==> src/rtl/fp_pkg.sv <==
`default_nettype none
// ---------------------------------------------------------------------------
// Module : fp_pkg
// Brief  : Shared encodings and field helpers for FloPoCo-format words
//          (exc[1:0], sign, exp, frac, MSB first).
// Rev    : 1.0  initial release
// ---------------------------------------------------------------------------
package fp_pkg;

  // Exception field encodings
  localparam logic [1:0] EXC_ZERO = 2'b00;
  localparam logic [1:0] EXC_NORM = 2'b01;
  localparam logic [1:0] EXC_INF  = 2'b10;
  localparam logic [1:0] EXC_NAN  = 2'b11;

  // Relation op codes (3'b11x reserved)
  localparam logic [2:0] OP_EQ = 3'b000;
  localparam logic [2:0] OP_NE = 3'b001;
  localparam logic [2:0] OP_LT = 3'b010;
  localparam logic [2:0] OP_LE = 3'b011;
  localparam logic [2:0] OP_GT = 3'b100;
  localparam logic [2:0] OP_GE = 3'b101;

  // Helpers work on a zero-extended container wide enough for any format
  // in use; the format widths are passed in so one set serves every width.
  localparam int FP_MAXW = 64;
  typedef logic [FP_MAXW-1:0] fp_word_t;

  function automatic logic [1:0] fp_exc(input fp_word_t w, input int we, input int wf);
    return w[we+wf+1 +: 2];
  endfunction

  function automatic logic fp_sign(input fp_word_t w, input int we, input int wf);
    return w[we+wf];
  endfunction

  // Magnitude key {exc, exp, frac}; exp/frac are forced to 0 unless the
  // word is a normal number so all zeros (and all infs) share one key.
  function automatic fp_word_t fp_key(input fp_word_t w, input int we, input int wf);
    fp_word_t mask;
    fp_word_t body;
    mask = (fp_word_t'(1) << (we + wf)) - fp_word_t'(1);
    body = w & mask;
    if (fp_exc(w, we, wf) != EXC_NORM) body = '0;
    return (fp_word_t'(fp_exc(w, we, wf)) << (we + wf)) | body;
  endfunction

endpackage
`default_nettype wire

==> src/rtl/fp_compare_pipe_mag_cmp.sv <==
`default_nettype none
// ---------------------------------------------------------------------------
// Module : fp_mag_cmp
// Brief  : Combinational unsigned key comparator (lt / eq). Kept separate so
//          very wide keys can later be split across an extra stage.
// Rev    : 1.0  initial release
// ---------------------------------------------------------------------------
module fp_mag_cmp #(
  parameter int KW = 64
) (
  input  logic [KW-1:0] key_a,
  input  logic [KW-1:0] key_b,
  output logic          lt,
  output logic          eq
);

  // Plain unsigned magnitude comparison of the two keys
  always_comb begin
    lt = (key_a < key_b);
    eq = (key_a == key_b);
  end

endmodule
`default_nettype wire

==> src/rtl/fp_compare_pipe.sv <==
`default_nettype none
// ---------------------------------------------------------------------------
// Module : fp_compare_pipe
// Brief  : Two-stage pipelined FloPoCo comparator with valid/ready stream:
//          relation result, lt/eq/gt/unord flags and min/max.
// Rev    : 1.0  initial release
// ---------------------------------------------------------------------------
module fp_compare_pipe
  import fp_pkg::*;
#(
  parameter int WE = 11,
  parameter int WF = 17,
  parameter int W  = WE + WF + 3
) (
  input  logic         clk,
  input  logic         rst,
  input  logic         in_valid,
  output logic         in_ready,
  input  logic [W-1:0] in_a,
  input  logic [W-1:0] in_b,
  input  logic [2:0]   in_op,
  output logic         out_valid,
  input  logic         out_ready,
  output logic         out_result,
  output logic         out_lt,
  output logic         out_eq,
  output logic         out_gt,
  output logic         out_unord,
  output logic [W-1:0] out_min,
  output logic [W-1:0] out_max
);

  // ---------------- stage 0: field decode and key compare ----------------
  fp_word_t a_ext, b_ext, key_a, key_b;
  logic [1:0] exc_a, exc_b;
  logic mag_lt, mag_eq;

  // Decode the incoming words into exception class and magnitude key
  always_comb begin
    a_ext = fp_word_t'(in_a);
    b_ext = fp_word_t'(in_b);
    exc_a = fp_exc(a_ext, WE, WF);
    exc_b = fp_exc(b_ext, WE, WF);
    key_a = fp_key(a_ext, WE, WF);
    key_b = fp_key(b_ext, WE, WF);
  end

  fp_mag_cmp #(.KW(FP_MAXW)) u_mag_cmp (
    .key_a (key_a),
    .key_b (key_b),
    .lt    (mag_lt),
    .eq    (mag_eq)
  );

  // ---------------- handshake ----------------
  logic s1_valid, s2_valid, s1_adv;

  assign s1_adv    = !s2_valid || out_ready;
  assign in_ready  = !s1_valid || s1_adv;
  assign out_valid = s2_valid;

  // ---------------- stage 1 registers ----------------
  logic         s1_sign_a, s1_sign_b, s1_both_zero, s1_unord, s1_mag_lt, s1_mag_eq;
  logic [2:0]   s1_op;
  logic [W-1:0] s1_a, s1_b;

  // Stage 1 captures decoded fields whenever a pair is accepted
  always_ff @(posedge clk or posedge rst) begin
    if (rst) begin
      s1_valid     <= 1'b0;
      s1_sign_a    <= 1'b0;
      s1_sign_b    <= 1'b0;
      s1_both_zero <= 1'b0;
      s1_unord     <= 1'b0;
      s1_mag_lt    <= 1'b0;
      s1_mag_eq    <= 1'b0;
      s1_op        <= '0;
      s1_a         <= '0;
      s1_b         <= '0;
    end else begin
      if (in_ready) s1_valid <= in_valid;
      if (in_ready && in_valid) begin
        s1_sign_a    <= fp_sign(a_ext, WE, WF);
        s1_sign_b    <= fp_sign(b_ext, WE, WF);
        s1_both_zero <= (exc_a == EXC_ZERO) && (exc_b == EXC_ZERO);
        s1_unord     <= (exc_a == EXC_NAN) || (exc_b == EXC_NAN);
        s1_mag_lt    <= mag_lt;
        s1_mag_eq    <= mag_eq;
        s1_op        <= in_op;
        s1_a         <= in_a;
        s1_b         <= in_b;
      end
    end
  end

  // ---------------- stage 2 resolve ----------------
  logic         r_lt, r_eq, r_gt, r_result;
  logic [W-1:0] r_min, r_max;

  // Combine sign, zero and magnitude information into the final relation
  always_comb begin
    r_lt = 1'b0;
    r_eq = 1'b0;
    r_gt = 1'b0;
    if (s1_unord) begin
      r_lt = 1'b0;
    end else if (s1_both_zero) begin
      r_eq = 1'b1;
    end else if (s1_sign_a != s1_sign_b) begin
      r_lt = s1_sign_a;
      r_gt = s1_sign_b;
    end else if (s1_mag_eq) begin
      r_eq = 1'b1;
    end else if (!s1_sign_a) begin
      r_lt = s1_mag_lt;
      r_gt = !s1_mag_lt;
    end else begin
      r_lt = !s1_mag_lt;
      r_gt = s1_mag_lt;
    end

    case (s1_op)
      OP_EQ:   r_result = r_eq;
      OP_NE:   r_result = !r_eq;
      OP_LT:   r_result = r_lt;
      OP_LE:   r_result = r_lt || r_eq;
      OP_GT:   r_result = r_gt;
      OP_GE:   r_result = r_gt || r_eq;
      default: r_result = 1'b0;
    endcase

    if (s1_unord) begin
      r_min = s1_a;
      r_max = s1_a;
    end else if (r_lt) begin
      r_min = s1_a;
      r_max = s1_b;
    end else begin
      r_min = s1_b;
      r_max = s1_a;
    end
  end

  // Stage 2 loads the resolved result when it is empty or being drained
  always_ff @(posedge clk or posedge rst) begin
    if (rst) begin
      s2_valid   <= 1'b0;
      out_result <= 1'b0;
      out_lt     <= 1'b0;
      out_eq     <= 1'b0;
      out_gt     <= 1'b0;
      out_unord  <= 1'b0;
      out_min    <= '0;
      out_max    <= '0;
    end else begin
      if (s1_adv) s2_valid <= s1_valid;
      if (s1_adv && s1_valid) begin
        out_result <= r_result;
        out_lt     <= r_lt;
        out_eq     <= r_eq;
        out_gt     <= r_gt;
        out_unord  <= s1_unord;
        out_min    <= r_min;
        out_max    <= r_max;
      end
    end
  end

endmodule
`default_nettype wire

==> config.mk <==
export PLATFORM = sky130hd
export DESIGN_NAME = fp_compare_pipe
export DESIGN_NICKNAME = d
export VERILOG_FILES = /design/src/rtl/fp_pkg.sv /design/src/rtl/fp_compare_pipe_mag_cmp.sv /design/src/rtl/fp_compare_pipe.sv
export SDC_FILE = /design/constraint.sdc
export NUM_CORES = 1
export LEC_CHECK = 0
export ABC_AREA = 0
export ABC_CLOCK_PERIOD_IN_PS = 5700
export CORE_MARGIN = 2
export CORE_UTILIZATION = 54
export CTS_BUF_LIST = sky130_fd_sc_hd__clkbuf_16
export DETAILED_ROUTE_END_ITERATION = 6
export GPL_ROUTABILITY_DRIVEN = 0
export GPL_TIMING_DRIVEN = 0
export PLACE_DENSITY = 0.81
export SLEW_MARGIN = 10
export SYNTH_ARGS = -nofsm -noshare
export SYNTH_HDL_FRONTEND = slang
export SYNTH_HIERARCHICAL = 1
export SYNTH_SLANG_ARGS = --single-unit
==> constraint.sdc <==
create_clock -name clk -period 5.7 [get_ports clk]
set_input_delay 1.14 -clock clk [delete_from_list [all_inputs] [get_ports clk]]
set_output_delay 1.14 -clock clk [all_outputs]
set_load 0.005 [all_outputs]
==> results of run 1 <==
## flip-flops by register name, indices dropped and copies added (netlist names), 3 cells and up
signal,cells
out_max,31
out_min,31
s1_a,31
s1_b,31
s1_op,3
## cell families after synthesis
family,Yosys count,share of synthesized area
flops,138,0.431
other cells,1,0.000468
simple gates,235,0.147
compound gates,155,0.130
xor+xnor,2,0.00219
mux,98,0.133
fa+ha+maj,64,0.0999
buf+inv,112,0.0566
## routing by layer
layer | track usage | part of all wire | up-vias
met2 | 0.455 | 0.49 | 237
met5 | 0 | 0 | -
met1 | 0.350 | 0.41 | 3228
li1 | - | - | 3190
met3 | 0.0650 | 0.070 | 46
met4 | 0.104 | 0.029 | 0
## layout by cell type (no fill, tap or decap), types with 2 or more instances in the layout
| master | count |
|---|---|
| nand3_1 | 6 |
| clkbuf_16 | 17 |
| ha_1 | 64 |
| inv_1 | 68 |
| buf_6 | 3 |
| o21ai_1 | 31 |
| clkinv_1 | 2 |
| a31oi_1 | 2 |
| nor4_2 | 2 |
| a21o_1 | 2 |
| nand2_1 | 122 |
| clkdlybuf4s50_1 | 137 |
| o211ai_1 | 61 |
| nand2b_1 | 7 |
| clkinv_2 | 4 |
| clkbuf_1 | 31 |
| buf_2 | 9 |
| mux2i_1 | 31 |
| conb_1 | 68 |
| nand4_1 | 14 |
| mux2_2 | 67 |
| and2_1 | 57 |
| nand4_2 | 2 |
| a221oi_1 | 4 |
| nor3_1 | 3 |
| a22oi_1 | 2 |
| a21oi_1 | 25 |
| or4_1 | 2 |
| o21ai_0 | 14 |
| nor2b_1 | 4 |
| nor2_1 | 8 |
| dfrtp_1 | 138 |
| clkinvlp_4 | 2 |
| bufinv_16 | 7 |
## metrics by stage
step / total power (µW) / cell area, µm² / setup slack (ns) / std cells / util
detailed placement: 2380 / 9900 / 0.878 / 1194 / 0.681
CTS: 3650 / 10600 / 1.28 / 1226 / 0.728
finish: 3650 / 10600 / 1.21 / 1226 / 0.728
floorplan: 1850 / 8270 / 0.864 / 872 / -
global route: 3830 / 10600 / 1.10 / 1226 / 0.728
global placement: 2340 / 9870 / -0.981 / 1193 / 0.679
## layout make-up
| cell class | instances | area (µm²) | share of cell area |
|---|---|---|---|
| buffer | 43 | 195 | 0.0184 |
| clock buffer | 17 | 425 | 0.0402 |
| clock inverter | 15 | 253 | 0.0239 |
| inverter | 69 | 264 | 0.0249 |
| multi-input combinational | 622 | 4360 | 0.412 |
| sequential | 138 | 3450 | 0.326 |
| tap | 184 | 230 | 0.0218 |
| timing repair buffer | 138 | 1400 | 0.132 |
## critical path: stages
cell             delay (ns)
clkdlybuf4s50_1        0.53
nor2b_1                0.14
clkbuf_1               0.42
clkbuf_1               0.35
and2_1                 0.18
inv_1                  0.04
ha_1                   0.30
nand4_1                0.23
nor4_1                 0.36
nand4_1                0.28
a31oi_1                0.44
nor4_2                 0.12
mux2_2                 0.28
## worst max-delay path by stage
stage / from / endpoint
global route: in_b[29] / s1_mag_lt
floorplan: rst / out_eq
global placement: rst / s1_op[2]
CTS: in_b[29] / s1_mag_lt
finish: in_b[29] / s1_mag_lt
detailed placement: in_b[29] / s1_mag_lt
## report_power, final
group | internal (µW) | switching [µW] | total (µW)
combinational | 561 | 470 | 1030
clock | 857 | 417 | 1270
sequential | 1200 | 153 | 1350
total | 2610 | 1040 | 3650
==> run_results.csv, run 1 <==
group,metric,value,unit
status,status,"complete, no violations",
global_routing,grt_max_degree,83,
synthesis,synth_seq_area_share,0.431,
synthesis,yosysTopAreaCell,"dfrtp_1",
synthesis,async_reset_ff_frac,1.00,
global_routing,overflow,0,
critical_path,worst-path-max-fanout,10,
synthesis,synthTopCellsByArea,"dfrtp_1 (43%), ha_1 (10%), mux2_2 (9.4%)",
finish,fin_nets,1162,
timing,setup_tns,0,ns
clocking,cts_root_buf,"clkbuf_16",
timing,final.min_clock_period,4.49,ns
clocking,post_cts_resized,0,
finish,drive_gt1_frac,0.119,
synthesis,syn_avg_cell_area,9.96,µm²
routing,drt_iter0_markers,435,
finish,diodes,0,
floorplan,die-area,15800,µm²
critical_path,start_kind,"input pin",
timing,finalSetupViolations,0,
clocking,cts.htree.levels,4,
timing,drv_slew,0,
floorplan,num_rows,44,
critical_path,end_kind,"flip-flop",
routing,wl,20700,µm
placed_design,portBuffers,137,
synthesis,yosysMostFrequentCell,"dfrtp_1",
routing,vias,6701,
critical_path,worstReg2RegEnd,"out_max[30]",
power_and_ir_drop,leakage,0.00461,µW
global_routing,antenna_found_initial,0,
critical_path,crit_type,"in2reg",
synthesis,synth.cell_area,8020,µm²
critical_path,r2r_slack,3.64,ns
clocking,clkSinkCount,138,
finish,num-fill-cells,1100,
synthesis,synth-seq-cells,138,
critical_path,worstReg2RegStart,"s1_mag_eq",
worst_hold_path,min_path_type,"reg2reg",
routing,drc,0,
worst_hold_path,worst_hold_path.num_cells,2,
finish,syn_to_final_growth,32.0,%
synthesis,synth_top_cell_area_share,0.431,
critical_path,cp.arrival,4.80,ns
synthesis,ys_top_cells_by_count,"dfrtp_1 (138), nand2_1 (122), inv_1 (69)",
synthesis,ys_warn_count,6,
clocking,hold_buffers,0,
clocking,cts_tree,"done",
worst_hold_path,min_to,"out_max[3]",
clocking,cts_setup_buffers,0,
floorplan,io_pins,138,
routing,firstDrtPassIters,5,
timing,finalHoldViolations,0,
synthesis,synth_edf_count,0,
floorplan,die_h,126,µm
clocking,clk_latency,0.43,ns
synthesis,yosysUniqueCellTypes,52,
synthesis,ys.flop_type,"dfrtp_1",
floorplan,die_w,126,µm
floorplan,core_area,14500,µm²
job,cap_violations,0,
timing,skew,0.00518,ns
timing,fin_crit_sh,0.789,
timing,rsz0062_at_grt,"no",
power_and_ir_drop,power_density,345,nW/µm²
critical_path,cp.required,6.01,ns
global_routing,grt_pass1_wl,34000,µm
timing,hold_ws,0.480,ns
synthesis,synthCells,805,
worst_hold_path,min_from,"out_max[3]",
global_routing,grt_usage,0.274,
timing,worstMarginPinSlew,0.687,ns
clocking,cts_buffers,17,
clocking,path_clk_slew,0.06,ns
timing,fmax,0.222,GHz
critical_path,ff2ff_path_depth,6,
global_routing,grt_pass1_vias,6639,
placed_design,hpwl,15200,µm
routing,viasPerCell,5.47,
timing,slew-limit-headroom,0.542,
routing,wl_per_cell,16.9,µm
clocking,clock_path_buffers,2,
floorplan,initial_core_util,0.552,
power_and_ir_drop,vdd_drop_max,0.258,mV
routing,ant_nets,0,
No activity file was read; power rests on OpenSTA's default activity.
==> run 2: changes to the inputs <==
--- a/config.mk
+++ b/config.mk
@@ -6,7 +6,7 @@
 export NUM_CORES = 1
 export LEC_CHECK = 0
 export ABC_AREA = 0
-export ABC_CLOCK_PERIOD_IN_PS = 5700
+export ABC_CLOCK_PERIOD_IN_PS = 4600
 export CORE_MARGIN = 2
 export CORE_UTILIZATION = 54
 export CTS_BUF_LIST = sky130_fd_sc_hd__clkbuf_16
==> constraint.sdc (replaced) <==
create_clock -name clk -period 4.6 [get_ports clk]
set_input_delay 0.92 -clock clk [delete_from_list [all_inputs] [get_ports clk]]
set_output_delay 0.92 -clock clk [all_outputs]
set_load 0.005 [all_outputs]
==> run 2 against run 1 <==
- register-to-register slack lost 1.1 ns
- setup slack got worse by 0.91 ns
- count of clock-buffer cells in the layout unchanged
- sequential power increased by 24%
- hold slack lost 0.00086 ns
- cell area down 0.47%
- sequential cell count unchanged
- clock skew up 0.00079 ns
- non-clock buffer count is 3 higher
- die area unchanged
==> run_results.csv, run 2 (synthesis gave the netlist of run 1 again) <==
group,metric,value,unit
finish,diodes,0,
routing,viasPerCell,5.51,
routing,drt_iter0_markers,522,
timing,skew,0.00597,ns
global_routing,grt_max_degree,36,
timing,drv_slew,0,
floorplan,die_w,126,µm
clocking,hold_buffers,0,
critical_path,worst-path-max-fanout,10,
finish,num-fill-cells,1091,
timing,final.setup.worst_slack,0.294,ns
finish,syn_to_final_growth,31.4,%
power_and_ir_drop,power_density,409,nW/µm²
critical_path,cp.arrival,4.61,ns
global_routing,grt_usage,0.268,
routing,drc,0,
routing,ant_nets,0,
clocking,clk_latency,0.42,ns
finish,seq_area,3450,µm²
placed_design,pre_cts_ws,-0.0295,ns
global_routing,overflow,0,
placed_design,dp_cells,1197,
finish,fin_nets,1165,
finish,layout_common_cells,"dfrtp_1 (138), clkdlybuf4s50_1 (137), nand2_1 (122), inv_1 (68), conb_1 (68)",
timing,rsz0062_at_grt,"no",
global_routing,antenna_found_initial,0,
routing,vias,6766,
placed_design,portBuffers,137,
floorplan,num_rows,44,
clocking,clock_path_buffers,2,
timing,finalSetupViolations,0,
clocking,cts_root_buf,"clkbuf_16",
clocking,path_clk_slew,0.06,ns
finish,stdcell_count,1229,
status,status,"complete, no violations",
floorplan,initial_core_util,0.552,
clocking,post_cts_resized,0,
placed_design,hpwl,15400,µm
routing,firstDrtPassIters,5,
power_and_ir_drop,seqPwrFrac,0.389,
clocking,clkSinkCount,138,
power_and_ir_drop,comb_power_share,0.300,
global_routing,grt_pass1_vias,6734,
floorplan,io_pins,138,
finish,drive_gt1_frac,0.122,
floorplan,die-area,15800,µm²
timing,slew-limit-headroom,0.559,
worst_hold_path,min_path_type,"reg2reg",
power_and_ir_drop,switching_power,1320,µW
clocking,cts.htree.levels,4,
global_routing,grt_pass1_wl,33400,µm
clocking,cts_tree,"done",
finish,final_common_cell,"dfrtp_1",
routing,wl_per_cell,16.9,µm
timing,fin_crit_sh,0.936,
routing,wl,20800,µm
power_and_ir_drop,clkPwrFrac,0.311,
floorplan,core_area,14500,µm²
job,cap_violations,0,
critical_path,end_kind,"flip-flop",
power_and_ir_drop,switching_share,0.308,
clocking,cts_setup_buffers,0,
timing,final.min_clock_period,4.31,ns
timing,finalHoldViolations,0,
finish,final_core_util,0.725,
floorplan,die_h,126,µm
power_and_ir_drop,internal-power,2980,µW
timing,worstMarginPinSlew,0.661,ns
timing,fmax,0.232,GHz
critical_path,cp.required,4.90,ns
clocking,cts_buffers,17,
critical_path,crit_type,"in2reg",
power_and_ir_drop,leakage,0.00457,µW
power_and_ir_drop,vdd_drop_max,0.337,mV
finish,multiInputGateArea,4360,µm²
critical_path,start_kind,"input pin",
## run 2: metrics by stage
step	setup TNS [ns]	power, µW	hold WS, ns	cell area, µm²
floorplan	0	2300	0.470	8270
global placement	0	2900	0.462	9870
detailed placement	-0.0295	2950	0.468	9950
CTS	0	4290	0.483	10500
global route	0	4510	0.509	10500
finish	0	4300	0.479	10500
## run 2: area by class of cell
type                    count  area share
flip-flops and latches    138       0.328
well taps                 184      0.0219
clock buffers              17      0.0404
repair buffers            141       0.138
multi-input cells         622       0.414
inverters                  69      0.0249
clock inverters            15      0.0144
plain buffers              43      0.0185
## run 2: power by group through the flow
stage                     Clock, µW  Sequential [µW]  Combinational [µW]
after detailed placement          0             1690                1260
after global routing           1410             1700                1400
after floorplan                   0             1660                 640
after global placement            0             1670                1230
final                          1340             1670                1290
after CTS                      1350             1670                1280
## run 2: worst max-delay path, cell delays in order
cell and delay, ns:
clkdlybuf4s50_1 0.54, nor2b_1 0.15, clkbuf_1 0.46, clkbuf_1 0.35, and2_1 0.18, inv_1 0.04, ha_1 0.31, nand4_1 0.21
nor4_1 0.36, nand4_1 0.28, a31oi_1 0.41, nor4_2 0.11, mux2_2 0.28
## run 2: routing by layer
metal	track usage	vias up	wire length [µm]
met4	0.107	0	628
met1	0.339	3283	8760
li1	-	3203	-
met3	0.0480	45	1210
met5	0	-	0
met2	0.457	235	10200
## run 2: path summary, 6_finish.rpt
| check | startpoint | end | slack [ns] | cells past startpoint |
|---|---|---|---|---|
| worst max-delay path | in_b[29] | s1_mag_lt | 0.29 | 13 |
| worst min-delay path | out_eq | out_eq | 0.48 | 2 |
| worst max register to register | out_valid | out_min[27] | 2.55 | 6 |
| worst min register to register | out_eq | out_eq | 0.48 | 2 |
| max in group asynchronous | rst | out_min[20] | 2.81 | 5 |
| min in group asynchronous | rst | out_min[2] | 0.84 | 2 |
==> run 3: changes to the inputs <==
--- a/config.mk
+++ b/config.mk
@@ -7,9 +7,7 @@
 export LEC_CHECK = 0
 export ABC_AREA = 0
 export ABC_CLOCK_PERIOD_IN_PS = 4600
-export CORE_MARGIN = 2
 export CORE_UTILIZATION = 54
-export CTS_BUF_LIST = sky130_fd_sc_hd__clkbuf_16
 export DETAILED_ROUTE_END_ITERATION = 6
 export GPL_ROUTABILITY_DRIVEN = 0
 export GPL_TIMING_DRIVEN = 0
==> run 3 against run 2 <==
- sequential power about the same
- largest cell class unchanged
- utilization up 0.81 points
- sequential share of layout area decreased by 0.36 points
- cell area up 1.1%
- first-iteration DRC count up 4.0%
- sequential cell count stayed put
- fmax grew 3.1%
- count of clock-buffer cells in the layout increased by 5
- wire length shrank 0.18%
==> run_results.csv, run 3 (synthesis gave the netlist of run 1 again) <==
group,metric,value,unit
status,status,"complete, no violations",
routing,vias,6834,
timing,drv_slew,0,
routing,m1WireLength,8670,µm
routing,drc,0,
placed_design,pre_cts_ws,0.0322,ns
worst_hold_path,min_path_type,"reg2reg",
timing,slew-limit-headroom,0.558,
critical_path,end_kind,"flip-flop",
floorplan,io_pins,138,
timing,finalSetupViolations,0,
power_and_ir_drop,leakage,0.00464,µW
global_routing,grt_pass1_wl,33000,µm
routing,wl_per_cell,16.9,µm
finish,diodes,0,
routing,ant_nets,0,
clocking,cts_buffers,17,
floorplan,initial_core_util,0.552,
routing,met3_length,1290,µm
floorplan,core_area,14500,µm²
routing,viasPerCell,5.56,
timing,final.setup.worst_slack,0.421,ns
critical_path,worst-path-max-fanout,10,
floorplan,die-area,15300,µm²
finish,final_common_cell,"dfrtp_1",
timing,fmax,0.239,GHz
worst_hold_path,min_from,"out_lt",
timing,skew,0.00489,ns
global_routing,grt_pass1_vias,6611,
critical_path,cp.arrival,4.48,ns
critical_path,worstReg2RegStart,"s1_mag_eq",
clocking,path_clk_slew,0.06,ns
floorplan,die_w,124,µm
timing,finalHoldViolations,0,
power_and_ir_drop,power_density,428,nW/µm²
clocking,cts_root_buf,"clkbuf_16",
clocking,cts_setup_buffers,0,
global_routing,grt_max_degree,38,
clocking,clk_latency,0.42,ns
clocking,cts.htree.levels,4,
placed_design,portBuffers,137,
job,cap_violations,0,
timing,final.min_clock_period,4.18,ns
timing,worstMarginPinSlew,0.664,ns
routing,firstDrtPassIters,5,
critical_path,critPathMaxStageDelay,0.54,ns
timing,rsz0062_at_grt,"no",
critical_path,cp.required,4.90,ns
critical_path,setup.worst_path.start,"in_b[29]",
critical_path,cp_slowest_cell,"clkdlybuf4s50_1",
clocking,clkSinkCount,138,
floorplan,num_rows,44,
clocking,post_cts_resized,0,
routing,wl,20700,µm
finish,fin_nets,1165,
routing,drt_iter0_markers,543,
global_routing,grt_usage,0.287,
finish,layout_common_cells,"dfrtp_1 (138), clkdlybuf4s50_1 (137), nand2_1 (122), inv_1 (68), conb_1 (68)",
floorplan,die_h,124,µm
routing,top_layer_used,"met4",
global_routing,overflow,0,
placed_design,hpwl,15100,µm
clocking,clock_path_buffers,2,
power_and_ir_drop,vdd_drop_max,0.318,mV
finish,drive_gt1_frac,0.122,
critical_path,crit_type,"in2reg",
clocking,cts_tree,"done",
routing,met2WireLength,10100,µm
critical_path,start_kind,"input pin",
critical_path,path_cells,"clkdlybuf4s50_1 > nor2b_1 > clkbuf_1 > clkbuf_1 > and2_1 > inv_1 > ha_1 > nand4_1 > nor4_1 > nand4_1 > a31oi_1 > nor4_2 > mux2_2",
global_routing,antenna_found_initial,0,
clocking,hold_buffers,0,
timing,fin_crit_sh,0.908,
timing,setup_tns,0,ns
finish,syn_to_final_growth,32.8,%
[run 3: cell count changes in the layout (fill, tap and decap cells not counted)]
cell / before / now
clkbuf_8: 0 / 4
inv_6: 2 / 1
clkbuf_1: 31 / 32
clkinv_4: 3 / 1
clkinvlp_4: 5 / 2
clkinv_2: 2 / 1
bufinv_16: 2 / 6
clkinv_1: 2 / 0
[run 3: through the flow]
step	util	hold slack, ns	cell area, µm²	total power (µW)	instances
after detailed placement	0.685	0.462	9950	2940	1197
after global routing	0.733	0.506	10600	4780	1229
after floorplan	-	0.470	8270	2300	872
after CTS	0.733	0.476	10600	4550	1229
final	0.733	0.468	10600	4560	1229
after global placement	0.679	0.460	9870	2900	1193
[run 3: worst paths after layout]
kind,to,slack [ns],cells past startpoint
setup / recovery,s1_mag_lt,0.42,13
hold / removal,out_lt,0.47,2
setup reg to reg,out_max[18],2.46,6
hold reg to reg,out_lt,0.47,2
max in group asynchronous,s1_b[16],3.02,4
min in group asynchronous,out_eq,0.85,2
[run 3: area by class of cell]
cell class | count | area, µm²
multi-input combinational | 622 | 4360
fill | 1032 | 3880
sequential | 138 | 3450
timing repair buffer | 141 | 1450
clock buffer | 22 | 484
inverter | 69 | 263
tap | 184 | 230
clock inverter | 10 | 210
buffer | 43 | 195
[run 3: critical path: cells and delay by family]
family	cells	cell delay, ns
muxes	1	0.27
buffers and inverters	4	1.34
and+or+nand+nor	6	1.24
AOI/OAI and AO/OA	1	0.41
adders and majority gates	1	0.30
[run 3: routing by layer]
layer | GRT usage | vias to the layer above
met5 | 0 | -
met4 | 0.115 | 0
met3 | 0.0540 | 51
met2 | 0.488 | 253
met1 | 0.358 | 3333
li1 | - | 3197
[run 3: where the power goes]
| part | total, µW | switching [µW] | internal (µW) |
|---|---|---|---|
| Combinational | 1290 | 592 | 700 |
| Clock | 1600 | 519 | 1080 |
| Sequential | 1670 | 191 | 1480 |
